## config.mk

```make
export PLATFORM = sky130hd
export DESIGN_NAME = rx_frame_parser
export DESIGN_NICKNAME = d
export VERILOG_FILES = /design/src/rtl/uart_pkg.sv /design/src/rtl/rx_frame_buf.sv /design/src/rtl/rx_frame_parser.sv
export SDC_FILE = /design/constraint.sdc
export NUM_CORES = 1
export LEC_CHECK = 0
export CAP_MARGIN = 40
export CORE_MARGIN = 2
export CORE_UTILIZATION = 55
export DETAILED_ROUTE_END_ITERATION = 8
export GPL_TIMING_DRIVEN = 1
export PLACE_DENSITY = 0.86
export SYNTH_ARGS = -nofsm -noshare
export SYNTH_HDL_FRONTEND = slang
export SYNTH_HIERARCHICAL = 1
export SYNTH_SLANG_ARGS = --single-unit
```

## constraint.sdc

```tcl
create_clock -name clk -period 3 [get_ports clk]
set_clock_uncertainty 0.1 [all_clocks]
set_input_delay 0.75 -clock clk [delete_from_list [all_inputs] [get_ports clk]]
set_output_delay 0.75 -clock clk [all_outputs]
set_load 0.02 [all_outputs]
```

## src/rtl/uart_pkg.sv

```systemverilog
// Shared definitions for the byte-stream frame parser: state encoding, error codes, default SOF.
package uart_pkg;

    typedef enum logic [2:0] {
        ST_HUNT,
        ST_LEN,
        ST_DATA,
        ST_CSUM,
        ST_SEND
    } state_t;

    localparam logic [1:0] ERR_NONE    = 2'b00;
    localparam logic [1:0] ERR_LEN     = 2'b01;
    localparam logic [1:0] ERR_CSUM    = 2'b10;
    localparam logic [1:0] ERR_TIMEOUT = 2'b11;

    localparam logic [7:0] SOF_DEFAULT = 8'hA5;

endpackage

```

## src/rtl/rx_frame_buf.sv

```systemverilog
// Payload store for one frame: linear write, linear read, bulk clear of both pointers.
// Latency: write visible next cycle; read data is combinational from the read pointer.
// Backpressure: none; the parser only writes in DATA and only advances reads on a downstream accept.
module rx_frame_buf #(
    parameter int DEPTH = 16,
    parameter int WIDTH = 8,
    parameter int PW    = (DEPTH > 1) ? $clog2(DEPTH) : 1
) (
    input  logic             clk,
    input  logic             rst,
    input  logic             clr,
    input  logic             wr_en,
    input  logic [WIDTH-1:0] wr_data,
    input  logic             rd_adv,
    output logic [WIDTH-1:0] rd_data,
    output logic [PW-1:0]    wr_ptr,
    output logic [PW-1:0]    rd_ptr
);

    logic [WIDTH-1:0] mem [DEPTH];

    always_ff @(posedge clk or posedge rst) begin
        if (rst) begin
            wr_ptr <= '0;
            rd_ptr <= '0;
        end else if (clr) begin
            wr_ptr <= '0;
            rd_ptr <= '0;
        end else begin
            if (wr_en)
                wr_ptr <= wr_ptr + PW'(1);
            if (rd_adv)
                rd_ptr <= rd_ptr + PW'(1);
        end
    end

    // Storage needs no reset: pointers alone define what is valid.
    always_ff @(posedge clk) begin
        if (wr_en)
            mem[wr_ptr] <= wr_data;
    end

    assign rd_data = mem[rd_ptr];

endmodule

```

## src/rtl/rx_frame_parser.sv

```systemverilog
// Parses SOF/LEN/payload/CSUM byte frames, releasing the payload only after the checksum verifies.
// Latency: frame_ok/frame_err one cycle after the deciding byte; first payload byte the same cycle as frame_ok.
// Backpressure: ready_in drops for the whole SEND phase; payload is held stable while payload_ready is low.
module rx_frame_parser
    import uart_pkg::*;
#(
    parameter int                    DATA_WIDTH  = 8,
    parameter int                    MAX_LEN     = 16,
    parameter int                    TIMEOUT_CYC = 130000,
    parameter logic [DATA_WIDTH-1:0] SOF         = SOF_DEFAULT
) (
    input  logic                  clk,
    input  logic                  rst,
    input  logic                  valid_in,
    output logic                  ready_in,
    input  logic [DATA_WIDTH-1:0] data_in,
    output logic                  payload_valid,
    input  logic                  payload_ready,
    output logic [DATA_WIDTH-1:0] payload_data,
    output logic                  payload_last,
    output logic                  frame_ok,
    output logic                  frame_err,
    output logic [1:0]            err_code
);

    localparam int                    PW        = (MAX_LEN > 1) ? $clog2(MAX_LEN) : 1;
    localparam int                    TW        = $clog2(TIMEOUT_CYC + 1);
    localparam logic [DATA_WIDTH-1:0] MAX_LEN_W = DATA_WIDTH'(MAX_LEN);
    localparam logic [TW-1:0]         TMO_LAST  = TW'(TIMEOUT_CYC - 1);

    state_t                state_q, state_d;
    logic [DATA_WIDTH-1:0] len_q, len_d;
    logic [DATA_WIDTH-1:0] csum_q, csum_d;
    logic [TW-1:0]         tmo_q, tmo_d;
    logic                  ok_q, ok_d;
    logic                  err_q, err_d;
    logic [1:0]            code_q, code_d;

    logic                  buf_clr, buf_wr, buf_rd;
    logic [DATA_WIDTH-1:0] rd_data;
    logic [PW-1:0]         wr_ptr, rd_ptr;
    logic                  accept, is_last;

    rx_frame_buf #(
        .DEPTH (MAX_LEN),
        .WIDTH (DATA_WIDTH),
        .PW    (PW)
    ) u_buf (
        .clk     (clk),
        .rst     (rst),
        .clr     (buf_clr),
        .wr_en   (buf_wr),
        .wr_data (data_in),
        .rd_adv  (buf_rd),
        .rd_data (rd_data),
        .wr_ptr  (wr_ptr),
        .rd_ptr  (rd_ptr)
    );

    assign ready_in      = !rst && (state_q != ST_SEND);
    assign accept        = valid_in && ready_in;
    assign is_last       = (DATA_WIDTH'(rd_ptr) == len_q - DATA_WIDTH'(1));
    assign payload_valid = (state_q == ST_SEND);
    assign payload_data  = payload_valid ? rd_data : '0;
    assign payload_last  = payload_valid && is_last;
    assign frame_ok      = ok_q;
    assign frame_err     = err_q;
    assign err_code      = code_q;

    always_comb begin
        state_d = state_q;
        len_d   = len_q;
        csum_d  = csum_q;
        tmo_d   = '0;
        ok_d    = 1'b0;
        err_d   = 1'b0;
        code_d  = code_q;
        buf_clr = 1'b0;
        buf_wr  = 1'b0;
        buf_rd  = 1'b0;

        case (state_q)
            ST_HUNT: begin
                buf_clr = 1'b1;
                if (accept && data_in == SOF)
                    state_d = ST_LEN;
            end
            ST_LEN: begin
                if (accept) begin
                    if (data_in == '0 || data_in > MAX_LEN_W) begin
                        err_d   = 1'b1;
                        code_d  = ERR_LEN;
                        state_d = ST_HUNT;
                    end else begin
                        len_d   = data_in;
                        csum_d  = data_in;
                        state_d = ST_DATA;
                    end
                end
            end
            ST_DATA: begin
                if (accept) begin
                    buf_wr = 1'b1;
                    csum_d = csum_q ^ data_in;
                    if (DATA_WIDTH'(wr_ptr) == len_q - DATA_WIDTH'(1))
                        state_d = ST_CSUM;
                end
            end
            ST_CSUM: begin
                if (accept) begin
                    if (data_in == csum_q) begin
                        ok_d    = 1'b1;
                        state_d = ST_SEND;
                    end else begin
                        err_d   = 1'b1;
                        code_d  = ERR_CSUM;
                        state_d = ST_HUNT;
                    end
                end
            end
            ST_SEND: begin
                if (payload_ready) begin
                    buf_rd = 1'b1;
                    if (is_last)
                        state_d = ST_HUNT;
                end
            end
            default: state_d = ST_HUNT;
        endcase

        // Idle time only counts while a frame is partially received.
        if ((state_q inside {ST_LEN, ST_DATA, ST_CSUM}) && !accept) begin
            if (tmo_q == TMO_LAST) begin
                err_d   = 1'b1;
                code_d  = ERR_TIMEOUT;
                state_d = ST_HUNT;
            end else begin
                tmo_d = tmo_q + TW'(1);
            end
        end
    end

    always_ff @(posedge clk or posedge rst) begin
        if (rst) begin
            state_q <= ST_HUNT;
            len_q   <= '0;
            csum_q  <= '0;
            tmo_q   <= '0;
            ok_q    <= 1'b0;
            err_q   <= 1'b0;
            code_q  <= ERR_NONE;
        end else begin
            state_q <= state_d;
            len_q   <= len_d;
            csum_q  <= csum_d;
            tmo_q   <= tmo_d;
            ok_q    <= ok_d;
            err_q   <= err_d;
            code_q  <= code_d;
        end
    end

endmodule

```

==> metrics.md, run 1 <==
| Metric | Value |
|---|---|
| Result of the run | complete, but fails checks |
| Violations in the final reports | setup timing |
| First-iteration detailed-routing DRC count | 675 |
| Met3 track demand over resource | 7.11% |
| Routability Congestion | 0.783 |
| CTS buffer count | 17 |
| Maximum achievable frequency | 312 MHz |
| Post-CTS Hold Fix Bufs | 0 |
| Met1 layer usage reported by global route | 35.1% |
| Layout area overhead | 21.4% |
| Share of final-layout standard cells stronger than drive strength 1 | around a quarter |
| Total global-route track usage | 28.0% |
| Grt peak-use layer | met2 |
| Final HPWL from detailed placement | 11.8 mm |
| Std-Cell Rows | 43 |
| CP Capture Type | output pin |
| Syn Nets | 528 |
| Clock latency at the later pin of the worst-skew pair | 440 ps |
| Final Cycle Share | 107% |
| Number of synthesized register bits | 176 |
| Hold WC Path Type | reg -> reg |
| Router iterations before antenna repair | 5 |
| Post-detailed-route via-to-cell ratio | 6.40 |
| Final Hold Violating Endpoints | 0 |
| Peak supply drop | around 0.4 mV |
| Multi-input combinational cell area | 2610 sq um |
| Mean cell area of the mapped netlist | 15.2 sq um |
| Final slew viol count | 0 |
| Routed WL per cell | between 20 and 30 um |
| Port bufs | 26 |
| LEAKAGE | around 3.5 nW |
| Number of endpoints failing setup at the final stage | 9 |
| Initial Utilization | 56.0% |
| Seq/Total Area, Yosys | about two thirds |
| RSZ-0062 raised after global routing | true |
| Die Footprint | between 15000 and 20000 sq um |
| Layout fillers | 854 |
| Instance count of the mapped netlist | 509 |
| Period minus WS final | 3200 ps |
| Crit path required time | 2150 ps |
| Clock tree sinks | roughly 180 |
| Residual overflow from global routing | 0 |
| Vertical die dimension | roughly 120 um |
| CTS HTree Levels | 4 |
| Global-route wire length before repair | between 30 and 40 mm |
| Worst Path Max Fanout | 6 |
| Power per cell area | approximately 550 nW/um^2 |
| Number of placed I/O pins | 27 |
| Pin count of the biggest net entering global routing | 40 |
| Number of global-route vias before repair | 5161 |
| EDFF count, synth | 128 |
| Sort of element at the start of the critical path | register |
| Final cell count without fillers | 785 |
| Async set-reset flop share out of synthesis | between 20% and 30% |
| Netlist Area Pre-Place | roughly 7700 sq um |
| Netlist cell types | 54 |
| Final #Nets | approximately 610 |
| Top FF cell, synth | edfxtp_1 |
| Met2 layer usage reported by global route | a little under half |
| Design Power | 5.21 mW |
| Clock slew seen by the registers of the worst setup and hold paths | 70 ps |
| Buffer depth of the longest clock path | 2 |
| Drc violations | 0 |
| Total of warnings raised by yosys | 6 |
| Clock root buffer | clkbuf_16 |
| Tightest Pin Transition | 640 ps |
| Number of nets still failing antenna checks after routing | 0 |
| Arrival time of data at the critical path endpoint | 2350 ps |
| Final WL | about 20 mm |
| Placeable core region | 13800 sq um |
| Rel. slew slack | 57.0% |
| Worst path setup slack after routing | -202 ps |
| Number of cells in the design after placement | 743 |
| Initial antenna violation count | 0 |
| CTS tree | yes |
| Start-to-end type of the worst setup path | reg -> out |
| Number of vias in the routed layout | 5025 |
| Die X-Extent | 123 um |
| Register area | between 5000 and 6000 sq um |
| Antenna diode instance count | 0 |
| Max-cap violation count | 0 |
## path summary, 6_finish.rpt
kind / from / cells past startpoint / slack, ps / end
max: u_buf/rd_ptr[0] / 7 / -200 / payload_data[7]
min reg2reg: len_q[6] / 1 / 410 / len_q[6]
min in group asynchronous: rst / 3 / 580 / frame_ok
min: len_q[6] / 1 / 410 / len_q[6]
max in group asynchronous: rst / 4 / 1560 / tmo_q[14]
max reg2reg: state_q[2] / 5 / 530 / u_buf/mem[14][1]
## logic make-up (layout without fill, tap and decap cells)
kind of cell    Yosys count  count (layout)  synth area share (%)
flops                   176             176                  65.1
simple gates            172             172                  11.8
compound gates           46              46                  4.31
mux                      39              39                  10.9
xor+xnor                 38              38                  4.30
buf+inv                  31             127                  2.46
fa+ha+maj                 7               7                  1.13
## critical path: stages, from the launching register on
cell,delay (ps)
dfrtp_2,480
buf_4,150
buf_8,120
mux4_2,550
a22oi_2,180
nand2_1,90
and3_1,200
buf_6,140
## state kept, by name, indices dropped and copies added (netlist names)
| name | cells |
|---|---|
| csum_q | 8 |
| len_q | 8 |
| state_q | 3 |
| u_buf/wr_ptr | 4 |
| frame_err | 1 |
| tmo_q | 17 |
| u_buf/rd_ptr | 4 |
| err_code | 2 |
| u_buf/mem | 128 |
| frame_ok | 1 |
## synth_stat cells, types with 3 or more instances
cell type | instances | area share [%]
o21ai_1 | 5 | 0.32
nand2_1 | 26 | 1.3
nor2b_1 | 4 | 0.32
mux2_1 | 5 | 0.73
and4_1 | 5 | 0.57
inv_1 | 8 | 0.39
nand4_1 | 7 | 0.57
clkbuf_1 | 8 | 0.39
and2_1 | 14 | 1.1
edfxtp_1 | 128 | 50
nor2_1 | 49 | 2.4
o221a_1 | 5 | 0.73
mux4_2 | 19 | 5.5
ha_1 | 7 | 1.1
mux4_1 | 13 | 4.4
a22oi_1 | 18 | 1.7
nand3_1 | 10 | 0.65
buf_2 | 4 | 0.26
and3_1 | 22 | 1.8
nor3_1 | 9 | 0.58
clkdlybuf4s25_2 | 3 | 0.39
xor2_1 | 19 | 2.1
nand3b_1 | 3 | 0.29
xnor2_1 | 19 | 2.1
nor4_1 | 4 | 0.32
dfrtp_1 | 48 | 16
buf_6 | 4 | 0.58
a21oi_1 | 10 | 0.65
## timing repair
| item | 4_1_cts | 5_1_grt |
|---|---|---|
| pin swaps | 21 | 11 |
| gates cloned | 1 | 0 |
| buffers inserted | 6 | 4 |
| endpoints found under the setup margin | 9 | 9 |
| resized for setup | 94 | 8 |
## per-stage QoR
stage          hold WS (ps)  util (%)  setup TNS (ps)  cell area [sq um]  worst slack (ps)
6_report                409      68.0           -1170               9400              -202
5_1_grt                 427      68.0           -1670               9400              -232
4_1_cts                 415      67.8            -970               9380              -158
3_5_place_dp            394      61.7            -673               8520              -153
3_3_place_gp            387      61.6            -399               8520              -177
2_1_floorplan           365         -               0               7750              37.9
## cells in the final DEF (no fill, tap or decap), types with 3 or more instances in the layout
master / n
xnor2_1: 17
nand4_1: 7
nand3_1: 10
nor4_1: 3
and2_1: 14
a22oi_2: 13
nor3_1: 8
bufinv_16: 5
o221a_1: 5
and3_4: 4
nor2_1: 48
buf_6: 15
clkdlybuf4s50_1: 17
buf_12: 6
nand2_1: 26
a22oi_1: 5
and3_1: 18
mux2_1: 5
dfrtp_1: 47
buf_4: 46
xor2_1: 18
o21ai_1: 5
clkbuf_16: 17
clkinv_4: 3
ha_1: 6
nand3b_1: 3
nor2b_1: 3
and4_1: 5
a21oi_1: 9
inv_1: 8
mux4_2: 30
edfxtp_1: 128
## routing by layer
| layer | vias up | wire length (um) |
|---|---|---|
| li1 | 2103 | - |
| met1 | 2564 | 7340 |
| met2 | 295 | 10100 |
| met3 | 63 | 1680 |
| met4 | 0 | 709 |
| met5 | - | 0 |
## report_power, final
| group | internal, mW | switching, mW | leakage, nW |
|---|---|---|---|
| clock | 1.49 | 0.972 | 0.317 |
| combinational | 0.0447 | 0.0848 | 1.34 |
| sequential | 2.61 | 0.00353 | 1.80 |
## final cells by class
cell class | instances | share of cell area [%]
flip-flops and latches | 176 | 53.7
multi-input cells | 302 | 27.8
repair buffers | 86 | 8.77
clock buffers | 18 | 4.57
clock inverters | 14 | 2.42
well taps | 180 | 2.40
inverters | 9 | 0.359
Power figures use the tool's default switching activity.
==> run 2: changes to the inputs <==
Settings changed: CTS_CLUSTER_DIAMETER set to 200.
==> results of run 2 <==
The final DEF is identical to that of run 1; final timing and power are the same.
==> run 3: changes to the inputs <==
Settings changed: CORE_ASPECT_RATIO set to 1.5.
==> metrics.md, run 3 (synthesis results as in run 1) <==
| Metric | Value |
|---|---|
| Tightest Pin Transition | 863 ps (was 640 ps) |
| CP Capture Type | output pin (unchanged) |
| Final cell count without fillers | 770 (was 785) |
| Std-Cell Rows | 53 (was 43) |
| Number of cells in the design after placement | 730 (was 743) |
| First-iteration detailed-routing DRC count | 543 (was 675) |
| Clock latency at the later pin of the worst-skew pair | 420 ps (was 440 ps) |
| Arrival time of data at the critical path endpoint | 2390 ps (was 2350 ps) |
| RSZ-0062 raised after global routing | true (unchanged) |
| Layout area overhead | 20.5% (was 21.4%) |
| Share of final-layout standard cells stronger than drive strength 1 | 26.3% (was 26.6%) |
| Number of placed I/O pins | 27 (unchanged) |
| Max FFs per register | 128 (unchanged) |
| Result of the run | complete, but fails checks (unchanged) |
| Worst hold margin | 421 ps (was 409 ps) |
| Total global-route track usage | 25.2% (was 28.0%) |
| Clock slew seen by the registers of the worst setup and hold paths | 70 ps (about the same) |
| Power per cell area | 528 nW/um^2 (was 555 nW/um^2) |
| Final Hold Violating Endpoints | 0 (unchanged) |
| Initial Utilization | 55.6% (was 56.0%) |
| Most numerous cell on the critical path | buf_6 |
| Post-detailed-route via-to-cell ratio | 6.35 (was 6.40) |
| Worst Path Max Fanout | 5 (was 6) |
| Placeable core region | 13900 sq um (was 13800 sq um) |
| Number of endpoints failing setup at the final stage | 8 (was 9) |
| Rel. slew slack | 42.0% (was 57.0%) |
| Final slew viol count | 0 (unchanged) |
| Clock tree sinks | 176 (unchanged) |
| Number of global-route vias before repair | 4909 (was 5161) |
| Port bufs | 26 (unchanged) |
| Routed WL per cell | 23.6 um (was 25.2 um) |
| Hold WC Path Type | reg -> reg (unchanged) |
| Sort of element at the start of the critical path | register (unchanged) |
| Slowest stage cell on the critical path | mux4_2 (unchanged) |
| Crit path required time | 2150 ps (about the same) |
| Drc violations | 0 (unchanged) |
| Most frequent standard cell in the layout excluding fill and tap cells | edfxtp_1 (unchanged) |
| CTS HTree Levels | 4 (unchanged) |
| Pin count of the biggest net entering global routing | 26 (was 40) |
| Reg with most FFs | u_buf/mem (unchanged) |
| Buffer depth of the longest clock path | 2 (unchanged) |
| Final #Nets | 611 (unchanged) |
| Final WL | 18.2 mm (was 19.8 mm) |
| Top library cells by usage in the layout, fill and taps aside | edfxtp_1, nor2_1, dfrtp_1, buf_4, mux4_2 (unchanged) |
| Clock root buffer | clkbuf_16 (unchanged) |
| Die Footprint | 15100 sq um (was 15000 sq um) |
| Number of nets still failing antenna checks after routing | 0 (unchanged) |
| Maximum achievable frequency | 309 MHz (was 312 MHz) |
| Routability Congestion | 0.948 (was 0.783) |
| CTS tree | yes (unchanged) |
| Router iterations before antenna repair | 5 (unchanged) |
| Post-CTS Hold Fix Bufs | 0 (unchanged) |
| Worst path setup slack after routing | -236 ps (was -202 ps) |
| CP Cell Sequence | buf_6 > buf_6 > mux4_2 > a22oi_2 > nand2_1 > and3_4 > buf_6 (was buf_4 > buf_8 > mux4_2 > a22oi_2 > nand2_1 > and3_1 > buf_6) |
| Die X-Extent | 101 um (was 123 um) |
| Slack of the worst reg-to-reg path | 420 ps (was 530 ps) |
| Period minus WS final | 3240 ps (was 3200 ps) |
| Vertical die dimension | 149 um (was 123 um) |
| Violations in the final reports | setup timing (unchanged) |
| Residual overflow from global routing | 0 (unchanged) |
| LEAKAGE | 3.44 nW (was 3.46 nW) |
| Delay of the slowest critical-path stage | 530 ps (was 550 ps) |
| Initial antenna violation count | 0 (unchanged) |
| Final HPWL from detailed placement | 11.6 mm (was 11.8 mm) |
| Global-route wire length before repair | 27.7 mm (was 30.2 mm) |
| Max-cap violation count | 0 (unchanged) |
| Final Cycle Share | 108% (was 107%) |
| Peak supply drop | 0.339 mV (was 0.399 mV) |
| Antenna diode instance count | 0 (unchanged) |
| Start-to-end type of the worst setup path | reg -> out (unchanged) |
| Largest registers in the final layout | u_buf/mem (128), tmo_q (17) (unchanged) |
| Number of vias in the routed layout | 4893 (was 5025) |
| CTS buffer count | 17 (unchanged) |
[run 3: area by class of cell]
type / instances / area, sq um
clock buffers: 18 / 429
clock inverters: 14 / 155
fillers: 908 / 4590
inverters: 9 / 33.8
multi-input cells: 302 / 2610
flip-flops and latches: 176 / 5050
well taps: 165 / 206
repair buffers: 86 / 858
[run 3: timing repair]
item                                    4_1_cts  5_1_grt
endpoints found under the setup margin        9        9
resized for setup                            74       19
gates cloned                                  1        0
pin swaps                                    10       12
setup buffers                                 5        6
[run 3: final timing paths]
path                       depth (start not counted)       startpoint         endpoint
min                                                1         len_q[6]         len_q[6]
max in group asynchronous                          4              rst        csum_q[6]
min reg2reg                                        1         len_q[6]         len_q[6]
max reg2reg                                        7       state_q[2]  u_buf/mem[6][4]
max                                                7  u_buf/rd_ptr[0]  payload_data[4]
min in group asynchronous                          3              rst         frame_ok
[run 3: stage by stage]
step	setup TNS (ps)	util [%]	total power, mW	cell area [sq um]	setup WS (ps)
floorplan	0	-	2.71	7750	37.9
global placement	-47.4	61.6	2.79	8570	-47.4
detailed placement	-472	61.6	2.79	8570	-120
CTS	-1090	66.8	4.95	9310	-185
global route	-1700	67.0	5.06	9330	-284
finish	-1170	67.0	4.93	9330	-236
[run 3: per-layer routing]
| layer | GRT usage [%] | routed length [um] |
|---|---|---|
| met1 | 29.5 | 6400 |
| met2 | 45.1 | 9900 |
| met3 | 4.45 | 1160 |
| met4 | 10.9 | 749 |
| met5 | 0 | 0 |
[run 3: worst max-delay path: cells and delay by family (launching register included)]
| family | cells | cell delay, ps |
|---|---|---|
| simple gates | 2 | 280 |
| mux | 1 | 530 |
| buf+inv | 3 | 380 |
| compound gates | 1 | 290 |
| flops | 1 | 480 |
[run 3: report_power, final]
| group | leakage, nW | switching, mW | internal (mW) |
|---|---|---|---|
| logic | 1.35 | 0.0798 | 0.0454 |
| clock network | 0.283 | 0.943 | 1.24 |
| registers | 1.80 | 0.00332 | 2.61 |
| total | 3.44 | 1.03 | 3.90 |
